===== config.mk =====
export PLATFORM = sky130hd
export DESIGN_NAME = spi_ram_ctrl
export DESIGN_NICKNAME = d
export VERILOG_FILES = /design/src/rtl/spi_pkg.sv /design/src/rtl/sp_ram.sv /design/src/rtl/spi_ram_ctrl.sv
export SDC_FILE = /design/constraint.sdc
export NUM_CORES = 2
export LEC_CHECK = 0
export ABC_CLOCK_PERIOD_IN_PS = 4250
export CELL_PAD_IN_SITES_DETAIL_PLACEMENT = 0
export CELL_PAD_IN_SITES_GLOBAL_PLACEMENT = 1
export CORE_MARGIN = 2
export CORE_UTILIZATION = 25
export CTS_BUF_LIST = sky130_fd_sc_hd__clkbuf_8 sky130_fd_sc_hd__clkbuf_16
export CTS_CLUSTER_SIZE = 28
export DETAILED_ROUTE_END_ITERATION = 6
export DONT_BUFFER_PORTS = 1
export GPL_TIMING_DRIVEN = 0
export HOLD_SLACK_MARGIN = 0.15
export PLACE_DENSITY_LB_ADDON = 0.1
export REMOVE_ABC_BUFFERS = 1
export SYNTH_ARGS = -nofsm -noshare
export SYNTH_HDL_FRONTEND = slang
export SYNTH_SLANG_ARGS = --single-unit

===== constraint.sdc =====
create_clock -name clk -period 4.25 [get_ports clk]
set_input_delay 0.85 -clock clk [delete_from_list [all_inputs] [get_ports clk]]
set_output_delay 0.85 -clock clk [all_outputs]
set_load 0.03 [all_outputs]

===== src/rtl/spi_pkg.sv =====
// Shared types for the SPI slave command/memory path.
//   cmd_t        : two-bit command field carried in the top of every RX frame
//   ctrl_state_t : read-sequencing states of spi_ram_ctrl
//   CTRL_WIDTH   : width of the command field
package spi_pkg;

  localparam int CTRL_WIDTH = 2;

  typedef enum logic [CTRL_WIDTH-1:0] {
    WR_ADDR = 2'b00,
    WR_DATA = 2'b01,
    RD_ADDR = 2'b10,
    RD_DATA = 2'b11
  } cmd_t;

  typedef enum logic [1:0] {
    IDLE,
    RD_WAIT,
    TX
  } ctrl_state_t;

endpackage


===== src/rtl/sp_ram.sv =====
// Single-port RAM, synchronous write, registered read, no reset on the array.
//   clk   : rising-edge clock
//   en    : port enable (read or write this cycle)
//   we    : write when en=1, otherwise read
//   addr  : word address
//   wdata : write data
//   rdata : registered read data, valid the cycle after a read
module sp_ram #(
  parameter int DATA_WIDTH = 8,
  parameter int DEPTH      = 256,
  localparam int AW        = (DEPTH > 1) ? $clog2(DEPTH) : 1
) (
  input  logic                  clk,
  input  logic                  en,
  input  logic                  we,
  input  logic [AW-1:0]         addr,
  input  logic [DATA_WIDTH-1:0] wdata,
  output logic [DATA_WIDTH-1:0] rdata
);

  logic [DATA_WIDTH-1:0] mem [DEPTH];

  always_ff @(posedge clk) begin
    if (en) begin
      if (we) mem[addr] <= wdata;
      else    rdata     <= mem[addr];
    end
  end

endmodule


===== src/rtl/spi_ram_ctrl.sv =====
// Command decoder and memory behind the SPI slave. Decodes one command per
// rising edge of rx_valid, owns the RAM and the write/read address registers,
// and returns read data to the slave.
//   clk      : rising-edge clock
//   rst      : asynchronous active-high reset
//   rx_valid : frame-complete level from the slave (high until CS deasserts)
//   rx_data  : {cmd[1:0], payload[FRAME_WIDTH-1:0]}
//   tx_valid : read data available to the slave
//   tx_data  : read data
//   cmd_err  : one-cycle pulse on RD_DATA with no read address armed
module spi_ram_ctrl
  import spi_pkg::*;
#(
  parameter int FRAME_WIDTH = 8,
  parameter int MEM_DEPTH   = 256
) (
  input  logic                   clk,
  input  logic                   rst,
  input  logic                   rx_valid,
  input  logic [FRAME_WIDTH+1:0] rx_data,
  output logic                   tx_valid,
  output logic [FRAME_WIDTH-1:0] tx_data,
  output logic                   cmd_err
);

  localparam int ADDR_W = (MEM_DEPTH > 1) ? $clog2(MEM_DEPTH) : 1;

  cmd_t                   cmd_p0;
  logic [FRAME_WIDTH-1:0] payload_p0;
  logic                   rx_valid_q;
  logic                   accept_p0;
  logic [ADDR_W-1:0]      wr_addr;
  logic [ADDR_W-1:0]      rd_addr;
  logic                   rd_armed;
  logic                   ram_en;
  logic                   ram_we;
  logic                   ram_re;
  logic [ADDR_W-1:0]      ram_addr;
  logic [FRAME_WIDTH-1:0] ram_rd_p1;
  ctrl_state_t            state;
  ctrl_state_t            state_nxt;
  logic                   tx_load;

  // ---- stage p0: edge detect and command decode ----
  assign cmd_p0     = cmd_t'(rx_data[FRAME_WIDTH+1:FRAME_WIDTH]);
  assign payload_p0 = rx_data[FRAME_WIDTH-1:0];
  assign accept_p0  = rx_valid & ~rx_valid_q;

  // rst gates the write strobe directly so a write coinciding with an
  // asynchronous reset never lands in the (unreset) array.
  assign ram_we   = accept_p0 & (cmd_p0 == WR_DATA) & ~rst;
  assign ram_re   = accept_p0 & (cmd_p0 == RD_DATA);
  assign ram_en   = ram_we | ram_re;
  assign ram_addr = ram_we ? wr_addr : rd_addr;

  always_ff @(posedge clk or posedge rst) begin
    if (rst) begin
      rx_valid_q <= 1'b0;
      wr_addr    <= '0;
      rd_addr    <= '0;
      rd_armed   <= 1'b0;
      cmd_err    <= 1'b0;
    end else begin
      rx_valid_q <= rx_valid;
      cmd_err    <= ram_re & ~rd_armed;
      if (accept_p0) begin
        case (cmd_p0)
          WR_ADDR: wr_addr <= payload_p0[ADDR_W-1:0];
          RD_ADDR: begin
            rd_addr  <= payload_p0[ADDR_W-1:0];
            rd_armed <= 1'b1;
          end
          RD_DATA: rd_armed <= 1'b0;
          default: ;
        endcase
      end
    end
  end

  // ---- stage p1: RAM registered output ----
  sp_ram #(
    .DATA_WIDTH (FRAME_WIDTH),
    .DEPTH      (MEM_DEPTH)
  ) u_ram (
    .clk   (clk),
    .en    (ram_en),
    .we    (ram_we),
    .addr  (ram_addr),
    .wdata (payload_p0),
    .rdata (ram_rd_p1)
  );

  always_ff @(posedge clk or posedge rst) begin
    if (rst) state <= IDLE;
    else     state <= state_nxt;
  end

  // RD_WAIT covers the RAM output register; an rx_valid drop there aborts
  // the read before tx_valid is ever raised.
  always_comb begin
    state_nxt = state;
    tx_load   = 1'b0;
    case (state)
      IDLE: if (ram_re) state_nxt = RD_WAIT;
      RD_WAIT: begin
        if (!rx_valid) begin
          state_nxt = IDLE;
        end else begin
          state_nxt = TX;
          tx_load   = 1'b1;
        end
      end
      TX: if (!rx_valid) state_nxt = IDLE;
      default: state_nxt = IDLE;
    endcase
  end

  // ---- stage p2: output registers ----
  // tx_data only loads on entry to TX, so it holds steady while tx_valid=1.
  always_ff @(posedge clk or posedge rst) begin
    if (rst) begin
      tx_valid <= 1'b0;
      tx_data  <= '0;
    end else begin
      tx_valid <= (state_nxt == TX);
      if (tx_load) tx_data <= ram_rd_p1;
    end
  end

endmodule

==> impl_metrics.yaml <==
routing:
  wire_per_inst_um: 33.2
  dr.pass1.iters: 6
  dr.first_iter.drc_count: 4203
  drc: 0
  ant_nets: 0
  wirelength_um: 303000
  vias: 46000
  avgViaCountPerCell: 5.03
run_status:
  violations: "negative setup slack"
  outcome: "finished with violations"
placed_design:
  port_buffers: 0
  place_congestion: 0.697
  dp.cells: 8550
  post-dp-hpwl_um: 153000
critical_path:
  endpoint: "u_ram.rdata[5]"
  start_kind: "flop"
  reg2reg_to: "u_ram.rdata[5]"
  path_depth: 14
  startpoint: "rx_valid_q"
  reg2reg_slack_ns: -0.1
  timing.rr.start: "rx_valid_q"
  crit_slowest_cell: "or4_4"
  critPathCaptureType: "flop"
  max_stage_delay_ns: 0.64
  cp_max_fo: 36
  arrival_ns: 4.96
  crit_chain: "buf_4 -> nor3b_4 -> buf_6 -> buf_12 -> nand2_8 -> a22o_4 -> buf_16 -> buf_4 -> buf_12 -> a22oi_1 -> a21oi_1 -> o41ai_4 -> a41oi_1 -> or4_4"
  critPathRequiredTime_ns: 4.86
  critical_path.top_delay_family: "compound AO/OA/AOI/OAI gates"
  path_class: "flop to flop"
  reg2reg_depth: 14
  path_buf_inv: 6
global_routing:
  gr-usage-all-layers: 0.182
  grt_pass1_wl_um: 408000
  grt_pass1_vias: 46000
  grt_overflow_total: 0
  antenna_found_initial: 17
  grt_max_degree: 252
power_and_ir_drop:
  power_frac_clock: 0.374
  switching_power_mw: 15.4
  ir_worst_vdd_mv: 0.334
  p_per_area_nw_per_um2: 540
  swShare: 0.291
  total_power_mw: 53.1
  internal-power_mw: 37.6
  power_frac_comb: 0.196
  seqPwrFrac: 0.430
  leakage_nw: 29.7
clock_tree:
  clkTransAtPathRegs_ns: 0.06
  cts_tree: "done"
  clock-sinks: 2086
  htreeDepth: 4
  clk_path_buf_depth: 4
  cts_buffers: 241
  cts_root_buffer: "clkbuf_16"
  clk_latency_ns: 0.90
synth:
  synth-seq-area-share: 0.787
  synth_cells: 4661
  synth-edff-count: 2056
  syn_area_per_cell_um2: 17.0
  synthesis.area_um2: 79400
  ys.flop_type: "edfxtp_1"
  async_flop_share: 0.0144
  yosysWarnings: 0
  ys_seq_elements: 2086
  yosys.cell_types.count: 64
sta:
  skew_ns: 0.0593
  fmax_mhz: 230
  fin_hold_ws_ns: 0.255
  hold_viol_final: 0
  min_period_ns: 4.35
  slew_viol_final: 0
  grt_setup_unrepaired: "true"
  relSlewSlack: 0.0902
  min_period_over_period: 1.02
  timing.final.ws_setup_ns: -0.0992
  setup_viol: 16
  tightest_slew_ns: 1.35
floorplan:
  io_pins: 23
  die_area_um2: 322000
  core_area_um2: 315000
  start_util: 0.252
  die_w_um: 568
  std_cell_rows: 206
  fp.dieH_um: 568
final_layout:
  drive_gt1_frac: 0.209
  layout_commonest_cell: "edfxtp_1"
  num-nets-final: 4796
  finalNonFillerCells: 9143
  synthToLayoutAreaGrowth_pct: 23.7
  fin_util: 0.311
  final_cell_mix: "edfxtp_1 (2,056), a22oi_1 (905), a21oi_1 (429), clkbuf_16 (252), nor2_1 (177)"
hold_path:
  hold_path_class: "primary input to flop"
job:
  drv_cap: 0
-- sequential cells by signal (all words and copies together) (netlist names) --
register     count
u_ram.mem     2048
rd_addr          8
tx_data          8
u_ram.rdata      8
wr_addr          8
state            2
cmd_err          1
rd_armed         1
rx_valid_q       1
tx_valid         1
-- worst min path at each step --
stage	endpoint	startpoint	cells after the start	slack, ns
after floorplan	cmd_err	rd_armed	1	0.40
after global placement	tx_data[7]	u_ram.rdata[7]	1	0.47
after detailed placement	tx_data[7]	u_ram.rdata[7]	1	0.47
after CTS	u_ram.mem[7][7]	rx_data[7]	0	0.16
after global routing	u_ram.mem[146][4]	rx_data[4]	0	0.19
final	u_ram.mem[17][5]	rx_data[5]	0	0.26
-- cells in the mapped netlist, types with 5 or more instances --
cell | number | share of area
edfxtp_1 | 2056 | 0.78
a22oi_1 | 946 | 0.089
a21oi_1 | 483 | 0.030
nor2_1 | 228 | 0.011
clkbuf_1 | 225 | 0.011
o41ai_1 | 116 | 0.013
buf_2 | 96 | 0.0060
nand2_1 | 62 | 0.0029
mux4_2 | 58 | 0.016
nor3_1 | 55 | 0.0035
buf_1 | 39 | 0.0018
mux2_2 | 37 | 0.0052
mux2i_1 | 31 | 0.0039
a41oi_1 | 30 | 0.0033
dfrtp_1 | 30 | 0.0095
o21ai_0 | 15 | 0.00095
o22ai_1 | 15 | 0.0012
a221oi_1 | 14 | 0.0015
a222oi_1 | 9 | 0.0011
nand2b_1 | 8 | 0.00063
or3_1 | 8 | 0.00063
or4_1 | 8 | 0.00076
a31oi_1 | 6 | 0.00047
and2_1 | 6 | 0.00047
inv_1 | 5 | 0.00024
nand3_1 | 5 | 0.00032
-- per-layer routing --
layer / GRT usage / vias to the layer above / wire (um)
met5: 0 / - / 13
met4: 0.0343 / 2 / 5040
met3: 0.0222 / 296 / 12000
met2: 0.300 / 1057 / 146000
met1: 0.257 / 24900 / 140000
li1: - / 19800 / -
-- final cells by class --
class                   count  area, um2
multi-input cells        2212      18500
inverters                   5       18.8
diodes                      3       7.51
fillers                 30800     217000
repair buffers            237       4600
flip-flops and latches   2086      62500
clock inverters           190       1260
clock buffers             250       6170
well taps                4160       5200
-- logic make-up (layout without fill, tap and decap cells) --
logic type      count (synthesis)  in the layout  synth area share
flops                        2086           2086             0.787
buf+inv                       372            682            0.0196
xor+xnor                        1              1          0.000110
mux                           126            126            0.0256
other cells                     0              3                 0
compound gates               1672           1678             0.145
simple gates                  404            407            0.0226
-- what timing repair did --
action	CTS	global route
hold buffers	17	2
pin swaps	64	38
gates resized for setup	340	80
setup buffers	69	10
cloned	40	10
endpoints found under the hold margin	531	19
setup endpoints to repair	1029	439
-- through the flow --
step / TNS (ns) / setup WS (ns) / area (um2)
6_report: -0.304 / -0.0992 / 98200
5_1_grt: -20.54 / -0.176 / 98200
4_1_cts: -10.59 / -0.164 / 97500
3_5_place_dp: -1108.51 / -2.59 / 85700
3_3_place_gp: - / -24.96 / 83100
2_1_floorplan: -2352.87 / -7.55 / 77900
-- power by group through the flow --
stage                     clock [mW]  sequential [mW]  combinational (mW)
after floorplan                    0             23.3                4.32
after global placement             0             23.6                6.30
after CTS                       20.3             22.8                10.3
after detailed placement           0             23.4                7.70
final                           19.8             22.8                10.4
after global routing            21.1             22.8                10.9
-- worst reg2reg max path, delay by kind of cell, from the launching register on --
family	cells	cell delay, ns
AND/OR/NAND/NOR	3	0.92
flip-flops	1	0.39
buffers and inverters	6	0.96
AO/OA/AOI/OAI	5	1.81
Note: power is estimated with default switching activity, not from simulation.
